**config.mk**
```make
export PLATFORM = sky130hd
export DESIGN_NAME = instr_decode_buf
export DESIGN_NICKNAME = d
export VERILOG_FILES = /design/src/rtl/instr_dec_pkg.sv /design/src/rtl/instr_field_decode.sv /design/src/rtl/instr_decode_buf.sv
export SDC_FILE = /design/constraint.sdc
export NUM_CORES = 1
export LEC_CHECK = 0
export ABC_AREA = 1
export BUFFER_PORTS_ARGS = -buffer_cell sky130_fd_sc_hd__clkbuf_2
export CAP_MARGIN = 0
export CORE_ASPECT_RATIO = 0.6
export CORE_MARGIN = 1.5
export CORE_UTILIZATION = 53
export DETAILED_ROUTE_END_ITERATION = 10
export GPL_TIMING_DRIVEN = 1
export PLACE_DENSITY_LB_ADDON = 0.3
export SLEW_MARGIN = 20
export SYNTH_ARGS = -nofsm -noshare
export SYNTH_HDL_FRONTEND = slang
export SYNTH_HIERARCHICAL = 1
export SYNTH_SLANG_ARGS = --single-unit
```
**constraint.sdc**
```tcl
create_clock -name clk -period 2.2 [get_ports clk]
set_input_delay 0.33 -clock clk [delete_from_list [all_inputs] [get_ports clk]]
set_output_delay 0.33 -clock clk [all_outputs]
set_load 0.01 [all_outputs]
```
**src/rtl/instr_dec_pkg.sv**
```systemverilog
`default_nettype none
// ============================================================================
//  Module   : instr_dec_pkg
//  Purpose  : Shared opcode/op constants, nsel one-hot codes, instruction
//             field bit positions and the decoded-record type used by the
//             instruction decode buffer.
//  Ports    : (package - none)
//  Revision : 1.0 - initial release
// ============================================================================
package instr_dec_pkg;

  // Opcode field values (instr[15:13])
  localparam logic [2:0] OPC_BRANCH = 3'b001;
  localparam logic [2:0] OPC_CALL   = 3'b010;
  localparam logic [2:0] OPC_LDR    = 3'b011;
  localparam logic [2:0] OPC_STR    = 3'b100;
  localparam logic [2:0] OPC_ALU    = 3'b101;
  localparam logic [2:0] OPC_MOV    = 3'b110;
  localparam logic [2:0] OPC_HALT   = 3'b111;

  // Op field values (instr[12:11]) for the exact-match legal classes
  localparam logic [1:0] OP_MOV_REG = 2'b00;
  localparam logic [1:0] OP_MOV_IMM = 2'b10;
  localparam logic [1:0] OP_MEM     = 2'b00;

  // One-hot register selects
  localparam logic [2:0] NSEL_RM = 3'b001;
  localparam logic [2:0] NSEL_RD = 3'b010;
  localparam logic [2:0] NSEL_RN = 3'b100;

  // Field bit positions
  localparam int OPC_HI = 15;
  localparam int OPC_LO = 13;
  localparam int OP_HI  = 12;
  localparam int OP_LO  = 11;
  localparam int RN_HI  = 10;
  localparam int RN_LO  = 8;
  localparam int RD_HI  = 7;
  localparam int RD_LO  = 5;
  localparam int SH_HI  = 4;
  localparam int SH_LO  = 3;
  localparam int RM_HI  = 2;
  localparam int RM_LO  = 0;

  // Decoded record stored per FIFO entry (immediates kept separately
  // because their width follows the DATA_W parameter)
  typedef struct packed {
    logic [2:0] opcode;
    logic [1:0] op;
    logic [2:0] rn;
    logic [2:0] rd;
    logic [2:0] rm;
    logic [1:0] shift;
  } dec_rec_t;

  // Memory and the 01000 class ignore the shift field
  function automatic logic shift_forced(input logic [2:0] opc, input logic [1:0] op);
    return ({opc, op} == {OPC_LDR, OP_MEM}) ||
           ({opc, op} == {OPC_STR, OP_MEM}) ||
           ({opc, op} == {OPC_CALL, 2'b00});
  endfunction

  function automatic logic is_legal(input logic [2:0] opc, input logic [1:0] op);
    return ({opc, op} == {OPC_MOV, OP_MOV_IMM}) ||
           ({opc, op} == {OPC_MOV, OP_MOV_REG}) ||
           ({opc, op} == {OPC_LDR, OP_MEM})     ||
           ({opc, op} == {OPC_STR, OP_MEM})     ||
           (opc == OPC_ALU) || (opc == OPC_HALT) ||
           (opc == OPC_BRANCH) || (opc == OPC_CALL);
  endfunction

endpackage
`default_nettype wire

```
**src/rtl/instr_field_decode.sv**
```systemverilog
`default_nettype none
// ============================================================================
//  Module   : instr_field_decode
//  Purpose  : Combinational decode of a 16-bit instruction into a record:
//             register fields, forced shift, sign-extended immediates and
//             (when INSTR_DEC_ILLEGAL_EN is defined) an illegal flag.
//  Ports    : instr   - raw instruction word
//             rec     - decoded fields
//             sximm5  - instr[4:0] sign-extended to DATA_W
//             sximm8  - instr[7:0] sign-extended to DATA_W
//             illegal - {opcode,op} outside legal set (macro builds only)
//  Revision : 1.0 - initial release
// ============================================================================
module instr_field_decode
  import instr_dec_pkg::*;
#(
  parameter int DATA_W = 16
) (
  input  logic [15:0]       instr,
  output dec_rec_t          rec,
  output logic [DATA_W-1:0] sximm5,
  output logic [DATA_W-1:0] sximm8
`ifdef INSTR_DEC_ILLEGAL_EN
  ,
  output logic              illegal
`endif
);

  logic [2:0] opc;
  logic [1:0] op;

  assign opc = instr[OPC_HI:OPC_LO];
  assign op  = instr[OP_HI:OP_LO];

  always_comb begin
    rec        = '0;
    rec.opcode = opc;
    rec.op     = op;
    rec.rn     = instr[RN_HI:RN_LO];
    rec.rd     = instr[RD_HI:RD_LO];
    rec.rm     = instr[RM_HI:RM_LO];
    rec.shift  = shift_forced(opc, op) ? 2'b00 : instr[SH_HI:SH_LO];
  end

  assign sximm5 = {{(DATA_W-5){instr[4]}}, instr[4:0]};
  assign sximm8 = {{(DATA_W-8){instr[7]}}, instr[7:0]};

`ifdef INSTR_DEC_ILLEGAL_EN
  assign illegal = !is_legal(opc, op);
`endif

endmodule
`default_nettype wire

```
**src/rtl/instr_decode_buf.sv**
```systemverilog
`default_nettype none
// ============================================================================
//  Module   : instr_decode_buf
//  Purpose  : Decodes incoming instructions and buffers the decoded records
//             in a BUF_DEPTH-entry FIFO with valid/ready on both sides.
//             Register selection (nsel) is a combinational mux on the head.
//  Macro    : INSTR_DEC_ILLEGAL_EN - store and report a per-entry illegal bit
//  Ports    : clk, reset (sync, active-high)
//             in_instr/in_valid/in_ready   - producer side
//             out_valid/out_ready          - consumer side
//             nsel -> readnum/writenum     - one-hot register select
//             opcode/op/ALUop/Rn/shift/sximm5/sximm8/out_illegal - head fields
//             count                        - entries held
//  Revision : 1.0 - initial release
// ============================================================================
module instr_decode_buf
  import instr_dec_pkg::*;
#(
  parameter  int DATA_W    = 16,
  parameter  int BUF_DEPTH = 2,
  localparam int CNT_W     = $clog2(BUF_DEPTH) + 1
) (
  input  logic              clk,
  input  logic              reset,
  input  logic [15:0]       in_instr,
  input  logic              in_valid,
  output logic              in_ready,
  input  logic              out_ready,
  output logic              out_valid,
  input  logic [2:0]        nsel,
  output logic [2:0]        opcode,
  output logic [1:0]        op,
  output logic [1:0]        ALUop,
  output logic [2:0]        Rn,
  output logic [1:0]        shift,
  output logic [2:0]        readnum,
  output logic [2:0]        writenum,
  output logic [DATA_W-1:0] sximm5,
  output logic [DATA_W-1:0] sximm8,
  output logic [CNT_W-1:0]  count,
  output logic              out_illegal
);

  localparam int PTR_W = $clog2(BUF_DEPTH);

  dec_rec_t          dec_rec;
  logic [DATA_W-1:0] dec_imm5;
  logic [DATA_W-1:0] dec_imm8;

  dec_rec_t          rec_mem  [BUF_DEPTH];
  logic [DATA_W-1:0] imm5_mem [BUF_DEPTH];
  logic [DATA_W-1:0] imm8_mem [BUF_DEPTH];

  logic [PTR_W-1:0]  head_ptr;
  logic [PTR_W-1:0]  tail_ptr;
  logic [CNT_W-1:0]  cnt;
  logic              push;
  logic              pop;
  dec_rec_t          head_rec;

`ifdef INSTR_DEC_ILLEGAL_EN
  logic              dec_illegal;
  logic              ill_mem [BUF_DEPTH];
`endif

  instr_field_decode #(
    .DATA_W (DATA_W)
  ) u_decode (
    .instr   (in_instr),
    .rec     (dec_rec),
    .sximm5  (dec_imm5),
    .sximm8  (dec_imm8)
`ifdef INSTR_DEC_ILLEGAL_EN
    ,
    .illegal (dec_illegal)
`endif
  );

  // Ready depends on occupancy only, so no out_ready -> in_ready path exists;
  // a full buffer with a pop therefore accepts again only on the next cycle.
  assign in_ready  = (cnt != CNT_W'(BUF_DEPTH));
  assign out_valid = (cnt != '0);
  assign push      = in_valid && in_ready;
  assign pop       = out_valid && out_ready;

  always_ff @(posedge clk) begin
    if (reset) begin
      head_ptr <= '0;
      tail_ptr <= '0;
      cnt      <= '0;
      for (int i = 0; i < BUF_DEPTH; i++) begin
        rec_mem[i]  <= '0;
        imm5_mem[i] <= '0;
        imm8_mem[i] <= '0;
`ifdef INSTR_DEC_ILLEGAL_EN
        ill_mem[i]  <= 1'b0;
`endif
      end
    end else begin
      if (push) begin
        rec_mem[tail_ptr]  <= dec_rec;
        imm5_mem[tail_ptr] <= dec_imm5;
        imm8_mem[tail_ptr] <= dec_imm8;
`ifdef INSTR_DEC_ILLEGAL_EN
        ill_mem[tail_ptr]  <= dec_illegal;
`endif
        // power-of-two depth: natural overflow gives the modulo wrap
        tail_ptr <= tail_ptr + PTR_W'(1);
      end
      if (pop) begin
        head_ptr <= head_ptr + PTR_W'(1);
      end
      case ({push, pop})
        2'b10:   cnt <= cnt + CNT_W'(1);
        2'b01:   cnt <= cnt - CNT_W'(1);
        default: cnt <= cnt;
      endcase
    end
  end

  // Head fields are driven whether or not the entry is valid; stale data
  // (never X) is visible while empty.
  assign head_rec = rec_mem[head_ptr];
  assign opcode   = head_rec.opcode;
  assign op       = head_rec.op;
  assign ALUop    = head_rec.op;
  assign Rn       = head_rec.rn;
  assign shift    = head_rec.shift;
  assign sximm5   = imm5_mem[head_ptr];
  assign sximm8   = imm8_mem[head_ptr];
  assign count    = cnt;

`ifdef INSTR_DEC_ILLEGAL_EN
  assign out_illegal = ill_mem[head_ptr];
`else
  assign out_illegal = 1'b0;
`endif

  // Only exact one-hot selects pick a register; anything else reads R0.
  always_comb begin
    readnum = 3'b000;
    case (nsel)
      NSEL_RM: readnum = head_rec.rm;
      NSEL_RD: readnum = head_rec.rd;
      NSEL_RN: readnum = head_rec.rn;
      default: readnum = 3'b000;
    endcase
  end

  assign writenum = readnum;

endmodule
`default_nettype wire
```
==> flow_summary.ini, run 1 <==
[outcome]
status = completed

[floorplan]
die_y_um = 77.85
coreArea_um2 = 9121
rows = 27
initial_core_util_pct = 54.25
die_area_um2 = 9944
pin_count = 78
die_width_um = 127.7

[finish]
nFillCells = 747
diodes = 0
nets = 494
area_delta_synth_final_pct = 8.344
seq_area_um2 = 2984
multiInputGateArea_um2 = 1189
drive_gt1_share_pct = 35.16
finish.utilization_pct = 58.78
stdcell_area_um2 = 5361

[synthesis]
post_synth_mux_area_share_pct = 8.875
syn_area_per_cell_um2 = 11.17
synthAdderAreaFrac_pct = 0.2528
netlist_top_cells_count = edfxtp_1, nor2_1, inv_1
synth_warnings = 6
yosysTopAreaCellShare_pct = 58.26
syn_nets = 467
synthSimpleGateAreaFrac_pct = 13.30
ys_seq_area_share_pct = 60.28
synth_flop_cell = edfxtp_1
synth_edf_count = 96
yosys-top-cells-area = edfxtp_1, mux2_2, buf_4, nor2_1, inv_1
synth_cell_type_count = 22
ys_seq_elements = 101
yosysMostFrequentCell = edfxtp_1
synth_xor_area_share_pct = 0
synth-compound-area-share_pct = 1.416
yosys.area.top_type = edfxtp_1
synthCells = 443
synth_top_family_by_area = buffers and inverters
netlist_area_um2 = 4948
async_reset_ff_share_pct = 0

[clocking]
clk_latency_ps = 340
cts_tree = yes
clock-sinks = 101
clock_path_buffers = 2
cts_buffers = 9
cts_max_level = 3
cts.clk_slew.worst_paths_ps = 70
postCtsSetupRepairBufs = 0
cts-resized-gates = 0
cts_root_buffer = clkbuf_16
postCtsHoldBufs = 0

[placement]
portBuffers = 76
postPlaceCellArea_um2 = 5046
place_congestion = 0.7560
hpwl_mm = 5.387

[grt]
track_usage_pct = 18.39
grt_pass1_wl_mm = 13.75
grt_pass1_vias = 2721
antenna_found_initial = 0
grt_overflow_total = 0
grt_max_degree = 50

[critical_path]
critPathMaxFanout = 20
crit_family = flip-flops
cp_num_cells = 3
path_class = reg -> out
reg2regPathDepth = 7
crit_path_max_incr_delay_ps = 570
startpoint_type = flop
cp-end-kind = output pin
cpMaxStageDelayCell = dfxtp_2
arrival_ps = 1720
crit_chain = buf_4, mux2_2, clkbuf_2
cp_num_buf_inv = 2
crit_required_ps = 1870

[sta]
tightest_slew_ps = 615.2
rsz0062_at_grt = false
min_period_ps = 2050
post-route-period-util_pct = 93.17
hold_viol = 0
max_freq_mhz = 487.9
hold-worst-slack_ps = 314.2
drv_slew = 0
tns_ps = 0
slew_headroom_pct = 58.98
finalSetupViolations = 0
fin_skew_ps = 6.113

[flow_run]
maxCapViolCount = 0

[route]
drc = 0
dr.pass1.iters = 4
detail_route.wl_per_cell_um = 14.27
via_count = 2850
totalWireLength_mm = 8.436
drt_iter0_markers = 264
viasPerCell = 4.822
postRouteAntennaNets = 0

[min_path]
hp-class = in -> reg
hold_depth = 4

[power]
powerDensity_nw_per_um2 = 950.2
p_leak_uw = 0.002445
vdd_drop_max_mv = 0.6826
[cell type report]
class / count / share of cell area (%)
inverter: 70 / 4.901
clock buffer: 10 / 4.271
multi-input combinational: 204 / 22.17
sequential: 101 / 55.66
timing repair buffer: 84 / 8.681
tap: 116 / 2.707
clock inverter: 6 / 1.610
[metal layers]
metal	vias up	track usage (%)	share of wire (%)
met3	2	5.724	6.3
met5	-	0	0
li1	1416	-	-
met1	1345	25.49	47
met2	87	28.17	47
met4	0	5.056	0.23
[through the flow]
stage / setup WS (ps) / total power, uW / instances
after global placement: 517.7 / 3460 / 575
after global routing: 43.37 / 5339 / 591
after floorplan: 225.1 / 3193 / 443
after detailed placement: 510.4 / 3487 / 575
after CTS: 128.5 / 5149 / 591
final: 150.3 / 5095 / 591
[where the power goes]
| part | internal, uW | leakage (uW) | switching, uW |
|---|---|---|---|
| Sequential | 2330 | 0.00105 | 87.4 |
| Clock | 997 | 0.000153 | 668 |
| Combinational | 421 | 0.00125 | 593 |
[final timing paths]
kind | startpoint | endpoint | slack (ps)
max | flop | sximm5[3] | 150
min | reset | count[1] | 310
max reg2reg | count[0] | imm5_mem[0][14] | 570
min reg2reg | head_ptr | head_ptr | 540
[kinds of logic (layout without fill, tap and decap cells)]
group	Yosys count	count (layout)
other	1	1
AOI/OAI and AO/OA	14	14
DFF	101	101
adders and majority gates	1	1
and+or+nand+nor	149	149
buffers and inverters	138	170
muxes	39	39
[worst register-to-register path: stages (launching register included)]
cell and delay [ps]:
dfxtp_1 350, inv_2 120, nand2_4 80, nand2_4 90
nor2_4 40, nand2_4 60, buf_4 500, nor2_1 130
[registers in the layout, indices dropped and copies added, names as in the netlist, named ones only]
signal    count
tail_ptr      1
count         2
imm5_mem     32
rec_mem      32
head_ptr      1
imm8_mem     32
[layout by cell type (no fill, tap or decap), types with 2 or more instances in the layout]
cell type  netlist  layout
nor2_2          19      19
inv_2            2       2
nand2_4          3       3
clkinv_2         0       2
nor2_1          86      86
o21ai_0         11      11
buf_4           54       6
nand3_1          4       4
clkbuf_2         0      76
bufinv_16        0       2
nand2_1         32      30
edfxtp_1        96      96
inv_1           68      68
mux2_2          39      39
a21oi_1          3       3
clkbuf_16        0       9
dfxtp_1          5       4
buf_12           0       2
nand2_2          0       2
No activity file was read; power rests on OpenSTA's default activity.
==> run 2, diff against run 1 <==
==> constraint.sdc (replaced) <==
create_clock -name clk -period 2.2 [get_ports clk]
set_input_delay 0.44 -clock clk [delete_from_list [all_inputs] [get_ports clk]]
set_output_delay 0.44 -clock clk [all_outputs]
set_load 0.01 [all_outputs]
==> run 2 against run 1 <==
  * Global-route usage fell by 0.28 points
  * Hold slack improved by 110 ps
  * First-iteration DRC count down 32%
  * Combinational power about the same
  * Wire length fell by 2.4%
  * Clock power is 8% lower
  * Flip-flop and latch count stayed put
  * Non-clock buffer count increased by 1
  * Final cell count grew 0.17%
  * Clock skew barely moved
  * Cell area fell by 0.84%
==> flow_summary.ini, run 2 (synthesis gave the netlist of run 1 again) <==
[critical_path]
critPathMaxFanout = 36
startpoint_type = flop
cp-end-kind = output pin
r2r-start = count[1]
crit_required_ps = 1760
arrival_ps = 1540
path_class = reg -> out

[sta]
finalSetupViolations = 0
post-route-period-util_pct = 90.08
tns_ps = 0
max_freq_mhz = 504.6
fin_skew_ps = 6.318
drv_slew = 0
slew_headroom_pct = 59.39
hold_viol = 0
rsz0062_at_grt = false
tightest_slew_ps = 609.2
min_period_ps = 1982

[placement]
dp_cells = 576
hpwl_mm = 5.326
place_congestion = 0.7507
portBuffers = 76

[route]
viasPerCell = 4.858
postRouteAntennaNets = 0
drt_iter0_markers = 179
drc = 0
dr.pass1.iters = 4
totalWireLength_mm = 8.233
via_count = 2876
detail_route.wl_per_cell_um = 13.91

[grt]
antenna_found_initial = 0
grt_overflow_total = 0
grt_pass1_vias = 2884
grt_max_degree = 50
track_usage_pct = 18.11
grt_pass1_wl_mm = 13.49

[power]
pwr-share-comb_pct = 20.6
powerDensity_nw_per_um2 = 925.4
power_frac_seq_pct = 48.6
intPower_uw = 3611
power_frac_clock_pct = 30.8
vdd_drop_max_mv = 0.4754
p_sw_uw = 1309
p_leak_uw = 0.002425
swShare_pct = 26.61

[clocking]
clk_latency_ps = 340
postCtsSetupRepairBufs = 0
cts_tree = yes
postCtsHoldBufs = 0
cts-resized-gates = 0
cts.clk_slew.worst_paths_ps = 60
cts_buffers = 9
cts_max_level = 3
clock_path_buffers = 2
clock-sinks = 101
cts_root_buffer = clkbuf_16

[outcome]
status = completed

[floorplan]
pin_count = 78
coreArea_um2 = 9121
die_y_um = 77.85
initial_core_util_pct = 54.25
die_width_um = 127.7
die_area_um2 = 9944
rows = 27

[finish]
area_delta_synth_final_pct = 7.434
layout_common_cells = edfxtp_1, nor2_1, clkbuf_2
nets = 495
layoutNonFillerInstCount = 592
diodes = 0
reg.largest.list = imm5_mem (32), imm8_mem (32), rec_mem (32)
final_common_cell = edfxtp_1
drive_gt1_share_pct = 34.87

[min_path]
min-delay-start = in_instr[8]
hp-class = in -> reg

[flow_run]
maxCapViolCount = 0
-- run 2: layout make-up --
cell class                 instances  area, um^2
inverter                          70       262.8
sequential                       101        2984
tap                              116       145.1
fill                             781        3805
clock inverter                     5       51.30
timing repair buffer              85       451.7
multi-input combinational        204        1189
clock buffer                      11       232.7
-- run 2: per-layer routing --
layer	vias up	part of all wire, %	global-route usage, %
met5	-	0	0
met4	0	0.85	7.079
met3	5	6.9	5.172
met2	92	46	28.60
met1	1359	47	23.82
li1	1420	-	-
-- run 2: metrics by stage --
step | cell area (um^2) | hold slack, ps | total power [uW] | util (%) | setup WS (ps)
3_5_place_dp | 5029 | 501.3 | 3460 | 55.13 | 490.5
4_1_cts | 5313 | 406.4 | 4976 | 58.24 | 106.2
2_1_floorplan | 4954 | 464.8 | 3193 | - | 210.4
6_report | 5316 | 422.8 | 4920 | 58.29 | 218.2
3_3_place_gp | 5029 | 482.5 | 3436 | 55.13 | 534.1
5_1_grt | 5316 | 440.5 | 5155 | 58.29 | 87.27
-- run 2: critical path: stages, from the launching register on --
cell	delay, ps
dfxtp_2	320
buf_6	180
o21ai_0	330
nand2_1	90
nand3_1	110
clkbuf_2	140
-- run 2: path summary, 6_finish.rpt --
path | depth (start not counted) | endpoint | slack, ps
worst max-delay path | 5 | readnum[2] | 220
worst min-delay path | 3 | rec_mem[1][8] | 420
worst max register to register | 6 | imm5_mem[0][13] | 580
worst min register to register | 2 | flop | 520
-- run 2: power groups by stage --
stage	clock network [uW]	logic (uW)	registers, uW
4_1_cts	1550	1030	2390
5_1_grt	1620	1120	2410
6_report	1520	1010	2390
3_3_place_gp	0	1010	2420
2_1_floorplan	0	770	2420
3_5_place_dp	0	1030	2430
